$ cat src/rtl/line_fill_word_sel_if.sv
// ---------------------------------------------------------------------------
// line_fill_word_sel_if
//   Request/response bundle between the cache controller (master) and the
//   data-array word-select generator (slave).
//
//   Controller -> generator:
//     single_valid   single-word store request
//     single_offset  word offset of the single store
//     fill_start     begin a critical-word-first line fill
//     fill_offset    critical (first) word of the fill
//     beat_valid     memory returned one data word this cycle
//   Generator -> controller:
//     word_en        one-hot data-array write enable (or zero)
//     cur_offset     word pointer of the current fill beat
//     crit_beat      first beat of a fill is being written
//     busy           a fill is in progress
//     single_ready   single stores are accepted (~busy)
//     fill_done      one-cycle pulse after the last fill beat
// ---------------------------------------------------------------------------
interface line_fill_word_sel_if #(
  parameter int OFFSET_W = 5
);
  localparam int WORDS = 2 ** OFFSET_W;

  logic                single_valid;
  logic [OFFSET_W-1:0] single_offset;
  logic                fill_start;
  logic [OFFSET_W-1:0] fill_offset;
  logic                beat_valid;

  logic [WORDS-1:0]    word_en;
  logic [OFFSET_W-1:0] cur_offset;
  logic                crit_beat;
  logic                busy;
  logic                single_ready;
  logic                fill_done;

  modport master (
    output single_valid, single_offset, fill_start, fill_offset, beat_valid,
    input  word_en, cur_offset, crit_beat, busy, single_ready, fill_done
  );

  modport slave (
    input  single_valid, single_offset, fill_start, fill_offset, beat_valid,
    output word_en, cur_offset, crit_beat, busy, single_ready, fill_done
  );
endinterface

$ cat src/rtl/line_fill_word_sel.sv
// ---------------------------------------------------------------------------
// line_fill_word_sel
//   Word-select generator for the cache data array.
//   IDLE: a single-word store produces a one-hot write enable for its offset.
//   FILL: a critical-word-first line fill walks a wrapping word pointer across
//         all WORDS words, one word per accepted memory beat, and pulses
//         fill_done for one cycle after the last beat.
//
//   Ports:
//     clk      rising-edge clock
//     reset_n  synchronous active-low reset
//     bus      line_fill_word_sel_if.slave (request inputs, select outputs)
// ---------------------------------------------------------------------------
module line_fill_word_sel #(
  parameter int OFFSET_W = 5
) (
  input  logic                  clk,
  input  logic                  reset_n,
  line_fill_word_sel_if.slave   bus
);

  localparam int                  WORDS     = 2 ** OFFSET_W;
  localparam logic [OFFSET_W:0]   BEAT_LAST = (OFFSET_W+1)'(WORDS - 1);
  localparam logic [OFFSET_W-1:0] PTR_ONE   = OFFSET_W'(1);
  localparam logic [OFFSET_W:0]   CNT_ONE   = (OFFSET_W+1)'(1);

  typedef enum logic {
    S_IDLE = 1'b0,
    S_FILL = 1'b1
  } state_t;

  state_t              r_state;
  logic [OFFSET_W-1:0] r_ptr;
  // One bit wider than the pointer so a complete fill can be counted.
  logic [OFFSET_W:0]   r_beat_cnt;
  logic                r_fill_done;

  logic                w_fill_beat;
  logic                w_last_beat;
  logic [WORDS-1:0]    w_word_en;

  assign w_fill_beat = (r_state == S_FILL) && bus.beat_valid;
  assign w_last_beat = w_fill_beat && (r_beat_cnt == BEAT_LAST);

  // Control state machine. The pointer wraps naturally at OFFSET_W bits,
  // which gives the critical-word-first order without a modulo.
  // NOTE: all state updates use non-blocking assignments so every register
  // samples the pre-edge values; reset is sampled synchronously at the edge.
  always_ff @(posedge clk) begin
    if (!reset_n) begin
      r_state     <= S_IDLE;
      r_ptr       <= '0;
      r_beat_cnt  <= '0;
      r_fill_done <= 1'b0;
    end else begin
      r_fill_done <= 1'b0;
      case (r_state)
        S_IDLE: begin
          if (bus.fill_start) begin
            r_state    <= S_FILL;
            r_ptr      <= bus.fill_offset;
            r_beat_cnt <= '0;
          end
        end
        S_FILL: begin
          // Without beat_valid the fill stalls with pointer and count held.
          if (bus.beat_valid) begin
            r_ptr      <= r_ptr + PTR_ONE;
            r_beat_cnt <= r_beat_cnt + CNT_ONE;
            if (w_last_beat) begin
              r_state     <= S_IDLE;
              r_fill_done <= 1'b1;
            end
          end
        end
        default: begin
          r_state <= S_IDLE;
        end
      endcase
    end
  end

  // Write enable. A fill beat and a single store can never coexist because
  // single stores are only honoured in IDLE, so at most one bit is set.
  // NOTE: the default assignment at the top keeps this block latch-free.
  always_comb begin
    w_word_en = '0;
    if (w_fill_beat) begin
      w_word_en[r_ptr] = 1'b1;
    end else if ((r_state == S_IDLE) && bus.single_valid) begin
      w_word_en[bus.single_offset] = 1'b1;
    end
  end

  assign bus.word_en      = w_word_en;
  assign bus.cur_offset   = r_ptr;
  assign bus.crit_beat    = w_fill_beat && (r_beat_cnt == '0);
  assign bus.busy         = (r_state == S_FILL);
  assign bus.single_ready = (r_state == S_IDLE);
  assign bus.fill_done    = r_fill_done;

endmodule

$ cat src/flat_wrapper.sv
// flat-port wrapper written by rule: the top's interface ports become plain ports
module line_fill_word_sel_flat 
#(
  parameter int OFFSET_W = 5
)
  (clk, reset_n, bus_single_valid, bus_single_offset, bus_fill_start, bus_fill_offset, bus_beat_valid, bus_word_en, bus_cur_offset, bus_crit_beat, bus_busy, bus_single_ready, bus_fill_done);
  line_fill_word_sel_if #(.OFFSET_W(OFFSET_W)) bus_i ();
  input  logic clk;
  input  logic reset_n;
  input wire logic [$bits(bus_i.single_valid)-1:0] bus_single_valid;
  input wire logic [$bits(bus_i.single_offset)-1:0] bus_single_offset;
  input wire logic [$bits(bus_i.fill_start)-1:0] bus_fill_start;
  input wire logic [$bits(bus_i.fill_offset)-1:0] bus_fill_offset;
  input wire logic [$bits(bus_i.beat_valid)-1:0] bus_beat_valid;
  output wire logic [$bits(bus_i.word_en)-1:0] bus_word_en;
  output wire logic [$bits(bus_i.cur_offset)-1:0] bus_cur_offset;
  output wire logic [$bits(bus_i.crit_beat)-1:0] bus_crit_beat;
  output wire logic [$bits(bus_i.busy)-1:0] bus_busy;
  output wire logic [$bits(bus_i.single_ready)-1:0] bus_single_ready;
  output wire logic [$bits(bus_i.fill_done)-1:0] bus_fill_done;
  assign bus_i.single_valid = bus_single_valid;
  assign bus_i.single_offset = bus_single_offset;
  assign bus_i.fill_start = bus_fill_start;
  assign bus_i.fill_offset = bus_fill_offset;
  assign bus_i.beat_valid = bus_beat_valid;
  assign bus_word_en = bus_i.word_en;
  assign bus_cur_offset = bus_i.cur_offset;
  assign bus_crit_beat = bus_i.crit_beat;
  assign bus_busy = bus_i.busy;
  assign bus_single_ready = bus_i.single_ready;
  assign bus_fill_done = bus_i.fill_done;
  line_fill_word_sel #(.OFFSET_W(OFFSET_W)) u_core (.clk(clk), .reset_n(reset_n), .bus(bus_i));
endmodule
$ cat config.mk
export PLATFORM = sky130hd
export DESIGN_NAME = line_fill_word_sel_flat
export DESIGN_NICKNAME = d
export VERILOG_FILES = /design/src/rtl/line_fill_word_sel_if.sv /design/src/rtl/line_fill_word_sel.sv /design/src/flat_wrapper.sv
export SDC_FILE = /design/constraint.sdc
export NUM_CORES = 1
export LEC_CHECK = 0
export BUFFER_PORTS_ARGS = -buffer_cell sky130_fd_sc_hd__buf_4
export CORE_ASPECT_RATIO = 2
export CORE_MARGIN = 3
export CORE_UTILIZATION = 40
export CTS_BUF_LIST = sky130_fd_sc_hd__clkbuf_2
export CTS_CLUSTER_DIAMETER = 80
export CTS_CLUSTER_SIZE = 8
export DETAILED_ROUTE_END_ITERATION = 10
export HOLD_SLACK_MARGIN = 0.03
export MAX_ROUTING_LAYER = met4
export PLACE_DENSITY = 0.71
export SETUP_SLACK_MARGIN = 0.05
export SLEW_MARGIN = 20
export SYNTH_ARGS = -nofsm -noshare
export SYNTH_HDL_FRONTEND = slang
export SYNTH_SLANG_ARGS = --single-unit
$ cat constraint.sdc
create_clock -name clk -period 1.7 [get_ports clk]
set_clock_uncertainty 0.2 [all_clocks]
set_input_delay 0.34 -clock clk [delete_from_list [all_inputs] [get_ports clk]]
set_output_delay 0.34 -clock clk [all_outputs]
set_load 0.01 [all_outputs]
* Word level (Yosys, flattened, before mapping)
Index checks and enable logic that the tools add are counted.
** Operators by class
- $add $sub $neg :: 2
- Multipliers :: 0
- Div/mod/pow operators :: 0
- Magnitude comparators :: 4
- Equal/unequal tests :: 3
- Shift operators :: 0
- Mux-type cells :: 17
- Bitwise operators :: 1
- Reduce and logical (&&, ||, !) cells :: 9
** Operators with widths (number)
- $mux W32 :: 2
- $lt A5 B6 Y1 const B :: 2
- $mux W6 :: 2
- $pmux W6 S2 :: 1
- $demux W1 S5 :: 2
- $ge A5 B1 Y1 const B :: 2
- $mux W5 :: 2
- $pmux W5 S2 :: 1
- $add A6 B1 Y6 const B :: 1
- $eq A6 B5 Y1 const B :: 1
- $logic_and A1 B1 Y1 :: 6
- $logic_not A6 Y1 :: 1
- $mux W1 :: 6
- $add A5 B1 Y5 const B :: 1
- $ne A2 B2 Y1 const B :: 2
- $reduce_and A3 Y1 :: 1
- $pmux W1 S2 :: 1
- $reduce_and A2 Y1 :: 1
- $not A1 Y1 :: 1
** Storage, ports and cells
- Bits in registers :: 13
- Latch bits :: 0
- RAM bits :: 0
- ROM bits :: 0
- Output and inout port bits :: 41
- Logic and storage cells :: 40
- Memories :: 0

* Logic depth before layout (Yosys ltp)
Gate-level depths: netlist of the first run.
- Depth in word-level cells :: 6
- Mapped depth :: 5
- Depth with buffers taken out :: 5

* Worst setup path after synthesis of the first run
No wires, ideal clock.
- Path type :: reg2out
- Start :: reg u_core.r_ptr[2] (netlist: u_core.bus.cur_offset[2])
- End :: out bus_word_en[10]
- Arrival time :: 1.258 ns
- Required time :: 1.160 ns
- Path slack :: -0.098 ns
- Stages on the path, launching flop included :: 4
- Path buffers :: 1
- Cell sequence :: dfxtp_1 > clkbuf_1 > or3b_2 > o22ai_1
** Between the ends
- Word-level cells in the longest chain between the ends :: 5
- Elaborated cells between the ends (all ways) :: 6
- Those cells by class :: order compare (2); mux (3); reduce/logical (1)
** Ends and longest elaborated chain
- from (decl) :: RTL line line_fill_word_sel.sv:33 : logic [OFFSET_W-1:0] r_ptr;
- from (signal assigned) :: RTL line line_fill_word_sel.sv:61 : r_ptr <= bus.fill_offset;
- from (signal assigned) :: RTL line line_fill_word_sel.sv:68 : r_ptr <= r_ptr + PTR_ONE;
- $lt A5 B6 Y1 (implied by the code) or $ge A5 B1 Y1 (tied branches) :: RTL line line_fill_word_sel.sv:89 : w_word_en[r_ptr] = 1'b1;
- $logic_and A1 B1 Y1 (implied by the code) :: RTL line line_fill_word_sel.sv:89
- $mux W1 (implied by the code) :: RTL line line_fill_word_sel.sv:89
- $demux W1 S5 (*)
- $mux W32 (*) :: RTL line line_fill_word_sel.sv:88 : if (w_fill_beat) begin
- to (decl) :: RTL line flat_wrapper.sv:15 : output wire logic [$bits(bus_i.word_en)-1:0] bus_word_en;
Every way passes the cells marked *; elsewhere a longest branch is shown, timed or not.

* Worst setup path after layout of the first run
- Start :: reg u_core.r_state (netlist: u_core.bus.busy)
- End :: out bus_word_en[30]
** Between the ends
- Word-level cells in the longest chain between the ends :: 4
- Elaborated cells between the ends (all ways) :: 5
- Those cells by class :: mux (2); bitwise (1); reduce/logical (2)
** Ends and longest elaborated chain
- from (decl) :: RTL line line_fill_word_sel.sv:32 : state_t r_state;
- from (signal assigned) :: RTL line line_fill_word_sel.sv:51 : r_state <= S_IDLE;
- from (signal assigned) :: RTL line line_fill_word_sel.sv:60 : r_state <= S_FILL;
- from (signal assigned) :: RTL line line_fill_word_sel.sv:71 : r_state <= S_IDLE;
- $not A1 Y1 :: RTL line line_fill_word_sel.sv:90 : end else if ((r_state == S_IDLE) && bus.single_valid) begin
- $logic_and A1 B1 Y1 :: RTL line line_fill_word_sel.sv:90
- $mux W32 :: RTL line line_fill_word_sel.sv:90
- $mux W32 (*) :: RTL line line_fill_word_sel.sv:88
Marked as above.

==> results of run 1 <==
-- layer usage --
| layer | up-vias | GRT usage |
|---|---|---|
| met5 | - | - |
| li1 | 785 | - |
| met1 | 908 | 0.272 |
| met3 | 27 | 0.0222 |
| met2 | 116 | 0.625 |
| met4 | 0 | 0.181 |
-- sequential cells by signal, summed over array words and instances, names as in the netlist --
| signal | count |
|---|---|
| u_core.bus.cur_offset | 5 |
| u_core.bus.busy | 1 |
| u_core.r_beat_cnt | 6 |
| u_core.bus.fill_done | 1 |
-- synthesized netlist by cell type (4+ instances only) --
master,n,share of area
clkbuf_1,5,0.017
nor2_1,6,0.020
dfxtp_1,13,0.23
o22ai_1,32,0.18
inv_1,7,0.023
a21oi_1,6,0.027
nand3b_1,6,0.040
nand3_1,6,0.027
nand2_1,18,0.060
or3b_2,4,0.031
o21ai_0,7,0.031
ha_1,6,0.067
-- through the flow --
stage | cells | hold WS (ns)
4_1_cts | 265 | 0.176
3_5_place_dp | 255 | 0.293
5_1_grt | 277 | 0.181
3_3_place_gp | 255 | 0.260
6_report | 277 | 0.141
2_1_floorplan | 152 | 0.250
-- power breakdown --
group / internal, uW / switching [uW] / total, uW
clock network: 62.2 / 113 / 175
logic: 254 / 266 / 520
registers: 320 / 31.9 / 352
total: 636 / 411 / 1050
-- final timing paths --
check | depth (start not counted) | startpoint | slack [ns] | to
hold reg to reg | 2 | u_core.r_beat_cnt[5] | 0.37 | u_core.r_beat_cnt[5]
setup / recovery | 6 | u_core.bus.busy | -0.36 | bus_word_en[30]
hold / removal | 3 | bus_fill_offset[4] | 0.14 | u_core.bus.cur_offset[4]
setup reg to reg | 6 | u_core.bus.busy | -0.20 | u_core.r_beat_cnt[5]
-- timing repair --
action	in CTS	in global routing
cloned	1	0
endpoints found under the setup margin	36	35
resized for setup	33	40
hold endpoints to repair	0	0
pin swaps	27	17
buffers inserted	5	12
-- layout make-up --
cell class | instances | area (um^2)
fill | 70 | 145
tap | 28 | 35.0
sequential | 13 | 285
multi-input combinational | 125 | 1250
inverter | 7 | 31.3
timing repair buffer | 100 | 870
clock buffer | 4 | 20.0
-- kinds of logic after synthesis --
| kind of cell | synth area share |
|---|---|
| AND/OR/NAND/NOR | 0.294 |
| AO/OA/AOI/OAI | 0.301 |
| buffers and inverters | 0.0589 |
| flip-flops | 0.231 |
| adder cells (fa/ha/maj) | 0.0667 |
| multiplexers | 0.0400 |
| XOR/XNOR | 0.00778 |
-- worst reg2reg max path, cell delays in order, from the launching register on --
cell     delay [ns]
dfxtp_4        0.40
buf_6          0.12
buf_12         0.14
buf_6          0.12
mux2i_4        0.20
or4_4          0.53
a21oi_2        0.15
==> run summary, run 1 <==
Outcome - finished, violations left
Failing checks - negative setup slack
H-tree Lvls - 1
Vias in the first global route - 1791
Core occupancy in the finished layout - 0.945
Design area - 2490 um^2
Cell Area, Synth - 1130 um^2
Most frequent cells in the layout - 74 x buf_4, 23 x o22ai_2, 23 x buf_6, 11 x nand2_1, 9 x o22ai_4
Crit path kind - reg2out
Register bit total from synthesis - 13
Max-cap violations - 0
Critical Path, Cell by Cell - buf_6 > inv_4 > nand4_1 > buf_6 > o22ai_4 > buf_6
Syn Nets - 173
Family with the most delay on the worst path - buffers and inverters
Crit path time final - 2.06 ns
Clk Latency, worst-skew pair - 0.30 ns
Iter 0 DRT Violations - 92
Crit path capture type - output pin
Largest net degree at the start of global routing - 14
Via count - 1836
Sequential-to-total area share from yosys stat - 0.231
Most common library cell in the layout ignoring fill and taps - buf_4
Fin. max-slew vios - 0
Final worst slack - -0.362 ns
Period utilization - 1.21
Die Span X - 43.5 um
CTS buffer count - 3
Total GRT Usage - 0.315
Async SR Flop Fraction - 0
DIE HEIGHT - 81.0 um
CP bufs+invs - 4
HP Class - in2reg
Synth Instances - 152
DR DRC count - 0
Number of port buffers - 55
CP max stage cell - dfxtp_4
Slew @ Worst Pin - 0.332 ns
Row count - 26
Pre-CTS setup slack - -0.137 ns
Met1 WL - 2290 um
First-pass GRT wire length - 8380 um
Peak VDD IR - 0.000449 V
Total grt overflow - 0
Setup-failing EPs final - 37
CTS root buf - clkbuf_2
Placer Congestion - 0.905
Hold Vio Cnt, Final - 0
Worst Path Arrival - 1.52 ns
Core area - 2640 um^2
Max clock buf depth - 2
Slowest stage delay, CP - 0.40 ns
# IOs - 56
Max-slew headroom - 0.778
Die ar. - 3530 um^2
CP dominant cell by count - buf_6
Leakage power - 0.000943 uW
WL met2 - 3860 um
CTS tree - done
Post-Place Cell Area - 2040 um^2
Power Dens Cells - 421 nW/um^2
Diode count - 0
Fmax - 485 MHz
Post-detailed-route wirelength per cell - 24.6 um
Clk pin slew, worst setup/hold paths - 0.13 ns
Synth warn - 0
Total Routed Length - 6800 um
ANT nets after route - 0
Cts hold-fix bufs - 0
Primary FF master, synth - dfxtp_1
Dpl hpwl - 3820 um
DR top layer - met4
Synth cell types - 38
Drt first pass iters - 4
Area delta synth->final - 121%
Metal3 WL - 369 um
CTS Sinks - 13
Avg Cell Area, Syn - 7.41 um^2
Required time worst endpoint - 1.16 ns
Layout cell share with drive strength beyond 1 - 0.695
Post-synth EDFFs - 0
Vias per cell - 6.63
Max FO, Critical Path - 7
Final TNS setup - -10.80 ns
RSZ-0062 raised after global routing - true
Startpoint Class - register
Starting Density - 0.427
Layout Nets - 271
Total Power - 1050 uW
Initial antenna violation count - 0
(Power assumes the default switching activity.)
==> run 2: changes to the inputs <==
--- a/config.mk
+++ b/config.mk
@@ -8,15 +8,15 @@
 export BUFFER_PORTS_ARGS = -buffer_cell sky130_fd_sc_hd__buf_4
 export CORE_ASPECT_RATIO = 2
 export CORE_MARGIN = 3
-export CORE_UTILIZATION = 40
+export CORE_UTILIZATION = 25
 export CTS_BUF_LIST = sky130_fd_sc_hd__clkbuf_2
 export CTS_CLUSTER_DIAMETER = 80
 export CTS_CLUSTER_SIZE = 8
 export DETAILED_ROUTE_END_ITERATION = 10
 export HOLD_SLACK_MARGIN = 0.03
 export MAX_ROUTING_LAYER = met4
-export PLACE_DENSITY = 0.71
 export SETUP_SLACK_MARGIN = 0.05
+export SKIP_CTS_REPAIR_TIMING = 1
 export SLEW_MARGIN = 20
 export SYNTH_ARGS = -nofsm -noshare
 export SYNTH_HDL_FRONTEND = slang
==> run summary, run 2 (synthesis gave the netlist of run 1 again) <==
Outcome - finished, violations left
Fmax - 502 MHz
Peak VDD IR - 0.000435 V
Most frequent cells in the layout - 79 x buf_4, 28 x o22ai_2, 13 x buf_6, 12 x nand2_1
Post-detailed-route wirelength per cell - 17.1 um
Via count - 1604
Diode count - 0
Iter 0 DRT Violations - 19
CTS buffer count - 3
Crit path capture type - output pin
Max reg flops - 6
Area delta synth->final - 109%
Crit path kind - reg2out
Post-Place Cell Area - 2090 um^2
Total GRT Usage - 0.185
Failing checks - negative setup slack
Startpoint Class - register
Starting Density - 0.267
Design area - 2360 um^2
CTS root buf - clkbuf_2
Largest register by flop count - u_core.r_beat_cnt
Core area - 4210 um^2
Number of port buffers - 55
Hold EP - u_core.bus.cur_offset[4]
Final worst slack - -0.293 ns
CTS tree - done
Worst Path Arrival - 1.45 ns
Period utilization - 1.17
ANT nets after route - 0
Power Dens Cells - 414 nW/um^2
Max-cap violations - 0
Total Power - 974 uW
Row count - 33
Hold Vio Cnt, Final - 0
Initial antenna violation count - 0
DR DRC count - 0
Max-slew headroom - 0.814
Vias per cell - 5.47
HP Class - in2reg
Layout Nets - 263
Die ar. - 5390 um^2
Hold_sp - bus_fill_offset[4]
RSZ-0062 raised after global routing - true
Crit path time final - 1.99 ns
Clk pin slew, worst setup/hold paths - 0.13 ns
CTS Sinks - 13
Largest net degree at the start of global routing - 14
# IOs - 56
Core occupancy in the finished layout - 0.559
Max FO, Critical Path - 8
First-pass GRT wire length - 7320 um
Hold Path Depth - 3
Dpl hpwl - 3960 um
Max clock buf depth - 2
Slew @ Worst Pin - 0.278 ns
R2R depth - 4
Pre-CTS setup slack - -0.148 ns
Layout cell share with drive strength beyond 1 - 0.676
Most common library cell in the layout ignoring fill and taps - buf_4
DIE HEIGHT - 101 um
Leakage power - 0.000895 uW
Reg-to-reg endpoint - u_core.r_beat_cnt[5]
Placed Cells - 284
Required time worst endpoint - 1.16 ns
Worst Setup SP - u_core.bus.busy
Vias in the first global route - 1546
H-tree Lvls - 1
Fin. max-slew vios - 0
Total Routed Length - 5020 um
Reg-to-reg critical path startpoint - u_core.bus.busy
Setup-failing EPs final - 33
Clk Latency, worst-skew pair - 0.29 ns
Placer Congestion - 0.775
Die Span X - 53.5 um
Total grt overflow - 0
FF-to-FF setup slack - 0.08 ns
Drt first pass iters - 5
Post-route insts no fill - 293
-- run 2: cell types whose count changed in the layout (fill, tap and decap cells not counted), sizes merged --
cell / delta
buf: -8
-- run 2: area by class of cell --
| type | instances | area (um^2) |
|---|---|---|
| multi-input combinational | 125 | 1220 |
| timing repair buffer | 92 | 739 |
| sequential | 13 | 283 |
| tap | 52 | 65.1 |
| fill | 417 | 1860 |
| inverter | 7 | 31.3 |
| clock buffer | 4 | 20.0 |
-- run 2: worst max-delay path by stage --
stage,cells after the start,end,slack (ns)
6_report,6,bus_word_en[15],-0.29
5_1_grt,4,bus_word_en[12],-0.39
4_1_cts,3,bus_word_en[6],-0.44
3_5_place_dp,4,bus_word_en[16],-0.15
3_3_place_gp,4,bus_word_en[16],-0.13
2_1_floorplan,4,bus_word_en[15],-0.009
-- run 2: worst max-delay path: stages (launching register included) --
cell     delay [ns]
dfxtp_4        0.39
buf_4          0.15
inv_4          0.05
nand4_1        0.09
buf_6          0.17
o22ai_2        0.17
buf_4          0.15
-- run 2: power breakdown --
| group | total, uW | switching, uW | leakage, uW | internal [uW] |
|---|---|---|---|---|
| Clock | 175 | 113 | 0.0000166 | 62.3 |
| Combinational | 452 | 226 | 0.000768 | 226 |
| Sequential | 347 | 27.6 | 0.000110 | 320 |
-- run 2: layer usage --
metal  global-route usage  vias to the layer above  part of all wire
li1                     -                      769                 -
met1                0.164                      769              0.35
met2                0.376                       61              0.59
met3               0.0207                        5             0.049
met4               0.0531                        0            0.0088
met5                    -                        -                 0
-- run 2: per-stage QoR --
stage | hold slack, ns | TNS, ns
floorplan | 0.250 | -0.0166
global placement | 0.265 | -2.80
detailed placement | 0.274 | -2.97
CTS | 0.140 | -12.44
global route | 0.131 | -10.44
finish | 0.138 | -8.20
==> run 3: changes to the inputs <==
--- a/config.mk
+++ b/config.mk
@@ -6,16 +6,17 @@
 export NUM_CORES = 1
 export LEC_CHECK = 0
 export BUFFER_PORTS_ARGS = -buffer_cell sky130_fd_sc_hd__buf_4
-export CORE_ASPECT_RATIO = 2
 export CORE_MARGIN = 3
-export CORE_UTILIZATION = 25
+export CORE_UTILIZATION = 47
 export CTS_BUF_LIST = sky130_fd_sc_hd__clkbuf_2
 export CTS_CLUSTER_DIAMETER = 80
 export CTS_CLUSTER_SIZE = 8
 export DETAILED_ROUTE_END_ITERATION = 10
+export GPL_TIMING_DRIVEN = 0
 export HOLD_SLACK_MARGIN = 0.03
 export MAX_ROUTING_LAYER = met4
-export SETUP_SLACK_MARGIN = 0.05
+export PLACE_DENSITY = 0.82
+export SETUP_SLACK_MARGIN = 0.1
 export SKIP_CTS_REPAIR_TIMING = 1
 export SLEW_MARGIN = 20
 export SYNTH_ARGS = -nofsm -noshare
==> run summary, run 3 <==
Share of the synthesized area in the top cell type - 0.231
Number of port buffers - 54
Syn Nets - 173
Adder-Cell Fraction of Synth Area - 0.0667
Most common cell in the netlist - o22ai_1
Compound-Gate Fraction of Synth Area - 0.301
Post-Synth Simple-Gate Area - 0.294
Worst End Pin Type - top-level output
Post-synth EDFFs - 0
DIE HEIGHT - 55.0 um
Main combinational cell family by area after synthesis - compound AO/OA/AOI/OAI gates
CTS Sinks - 13
Placer Congestion - 0.783
Cell Area, Synth - 1130 um^2
Die Span X - 55.0 um
CTS buffer count - 3
Row count - 17
Primary FF master, synth - dfxtp_1
Failed at - global routing (5_1_grt)
Sequential-to-total area share from yosys stat - 0.231
Async SR Flop Fraction - 0
Max clock buf depth - 2
Synth Instances - 152
Synth cell types - 38
Worst setup endpoint GRT - bus_word_en[13]
Starting Density - 0.504
Synth cell count leaders - 32 x o22ai_1, 18 x nand2_1, 13 x dfxtp_1
Post-synthesis mux area share - 0.0400
Largest area contributor in the netlist - dfxtp_1
Post-synthesis xor/xnor area fraction - 0.00778
# IOs - 56
H-tree Lvls - 1
First Err - [ERROR DPL-0038] Utilization greater than 100%, impossible to legalize
CTS root buf - clkbuf_2
Largest net degree at the start of global routing - 11
Outcome - did not finish
Dpl hpwl - 3040 um
Synth warn - 0
Area contributors post-synth - dfxtp_1 23%, o22ai_1 18%, ha_1 6.7%, nand2_1 6.0%, nand3b_1 4.0%
Register bit total from synthesis - 13
Avg Cell Area, Syn - 7.41 um^2
==> run 3: cell counts after synthesis <==
Identical to the previous run, type by type.
==> run 3: stage by stage <==
stage,instance area [um^2],utilization,instances,setup WS (ns)
after floorplan,1470,-,152,-0.00853
after detailed placement,1910,0.855,234,-0.333
after CTS,1930,0.864,238,-0.599
after global placement,1910,0.855,234,-0.270
==> run 3: kinds of logic after synthesis <==
group | Yosys count
AO/OA/AOI/OAI | 54
XOR/XNOR | 1
buffers and inverters | 15
multiplexers | 4
adder cells (fa/ha/maj) | 6
AND/OR/NAND/NOR | 59
flip-flops | 13
==> run 4: changes to the inputs <==
==> config.mk (replaced) <==
export PLATFORM = sky130hd
export DESIGN_NAME = line_fill_word_sel_flat
export DESIGN_NICKNAME = d
export VERILOG_FILES = /design/src/rtl/line_fill_word_sel_if.sv /design/src/rtl/line_fill_word_sel.sv /design/src/flat_wrapper.sv
export SDC_FILE = /design/constraint.sdc
export NUM_CORES = 1
export LEC_CHECK = 0
export BUFFER_PORTS_ARGS = -buffer_cell sky130_fd_sc_hd__buf_4
export CORE_AREA = 3 3 64 66
export DETAILED_ROUTE_END_ITERATION = 10
export DIE_AREA = 0 0 67 69
export GPL_TIMING_DRIVEN = 0
export PLACE_DENSITY_LB_ADDON = 0.15
export SKIP_CTS_REPAIR_TIMING = 1
export SLEW_MARGIN = 20
export SYNTH_ARGS = -nofsm -noshare
export SYNTH_HDL_FRONTEND = slang
export SYNTH_SLANG_ARGS = --single-unit
==> run summary, run 4 (synthesis gave the netlist of run 1 again) <==
Largest register by flop count - u_core.r_beat_cnt
CTS Sinks - 13
Hold EP - u_core.bus.cur_offset[4]
Max clock buf depth - 2
Max reg flops - 6
DIE HEIGHT - 69 um
Max FO, Critical Path - 8
Hold Path Depth - 3
Final worst slack - -0.360 ns
Iter 0 DRT Violations - 80
Period utilization - 1.21
Fmax - 485 MHz
Slew @ Worst Pin - 0.471 ns
R2R depth - 5
Largest net degree at the start of global routing - 11
Reg-to-reg endpoint - u_core.r_beat_cnt[5]
# IOs - 56
Most frequent cells in the layout - 63 x buf_4, 26 x o22ai_2, 12 x nand2_1, 10 x buf_6
Diode count - 0
Starting Density - 0.310
Leakage power - 0.000836 uW
Startpoint Class - register
Hold Vio Cnt, Final - 0
Failing checks - negative setup slack
Hold_sp - reset_n
Initial antenna violation count - 0
ANT nets after route - 0
Setup-failing EPs final - 34
Vias per cell - 5.64
Crit path capture type - output pin
Outcome - finished, violations left
RSZ-0062 raised after global routing - true
Total GRT Usage - 0.179
Vias in the first global route - 1315
Area delta synth->final - 97.6%
CTS tree - done
Slowest stage delay, CP - 0.34 ns
Clk pin slew, worst setup/hold paths - 0.06 ns
Drt first pass iters - 4
Post-detailed-route wirelength per cell - 16.9 um
Max-slew headroom - 0.680
Max-cap violations - 0
CP max stage cell - dfxtp_2
Power Dens Cells - 469 nW/um^2
Die Span X - 67 um
Most common library cell in the layout ignoring fill and taps - buf_4
DR DRC count - 0
Number of port buffers - 54
Total grt overflow - 0
Peak VDD IR - 0.000331 V
Crit path time final - 2.06 ns
Required time worst endpoint - 1.16 ns
Total Routed Length - 4640 um
Worst Setup SP - u_core.bus.busy
HP Class - in2reg
Hold slack final - 0.156 ns
Critical Path, Cell by Cell - buf_8 > and2_1 > buf_6 > nand2_8 > o22ai_2 > buf_4
Crit path kind - reg2out
Dpl hpwl - 3230 um
FF-to-FF setup slack - -0.12 ns
Row count - 22
Worst Path Arrival - 1.52 ns
Clk Latency, worst-skew pair - 0.25 ns
Placer Congestion - 0.824
Layout Nets - 249
CTS root buf - clkbuf_8
FILL cells - 322
Die ar. - 4620 um^2
Reg-to-reg critical path startpoint - u_core.bus.busy
Final TNS setup - -10.00 ns
Fin. max-slew vios - 0
CTS buffer count - 3
Via count - 1551
Layout cell share with drive strength beyond 1 - 0.599
H-tree Lvls - 1
Core area - 3630 um^2
First-pass GRT wire length - 6650 um
-- run 4: final cells by class --
cell class              count  area, um^2  area share
plain buffers               7        77.6      0.0349
well taps                  48        60.1      0.0270
repair buffers             71         572       0.257
clock buffers               4        45.0      0.0202
multi-input cells         125        1170       0.528
flip-flops and latches     13         268       0.120
inverters                   7        28.8      0.0129
-- run 4: per-layer routing --
metal | part of all wire | GRT usage | up-vias
li1 | - | - | 745
met3 | 0.049 | 0.0391 | 6
met4 | 0.0050 | 0.0338 | 0
met2 | 0.51 | 0.291 | 50
met5 | 0 | 0 | -
met1 | 0.43 | 0.241 | 750
-- run 4: worst max-delay path, delay by kind of cell (launching register included) --
kind            cells  cell delay, ns
simple gates        2            0.27
compound gates      1            0.20
flops               1            0.34
buf+inv             3            0.46
-- run 4: worst max path at each step --
stage	slack, ns	cells past startpoint	to
after floorplan	-0.02	5	bus_word_en[10]
after global placement	-0.33	5	bus_word_en[14]
after detailed placement	-0.37	5	bus_word_en[14]
after CTS	-0.58	5	bus_word_en[14]
after global routing	-0.39	6	bus_word_en[9]
final	-0.36	6	bus_word_en[9]
-- run 4: where the power goes --
group          switching (uW)  internal [uW]
sequential               22.2            322
clock                     118            166
combinational             218            197
total                     358            686
-- run 4: metrics by stage --
step	instance area (um^2)	total power (uW)	utilization	cells	worst slack (ns)
finish	2220	1040	0.612	275	-0.360
global route	2220	1080	0.612	275	-0.391
CTS	1880	939	0.516	258	-0.584
detailed placement	1830	655	0.504	254	-0.366
global placement	1830	648	0.504	254	-0.328
floorplan	1370	539	-	152	-0.0179
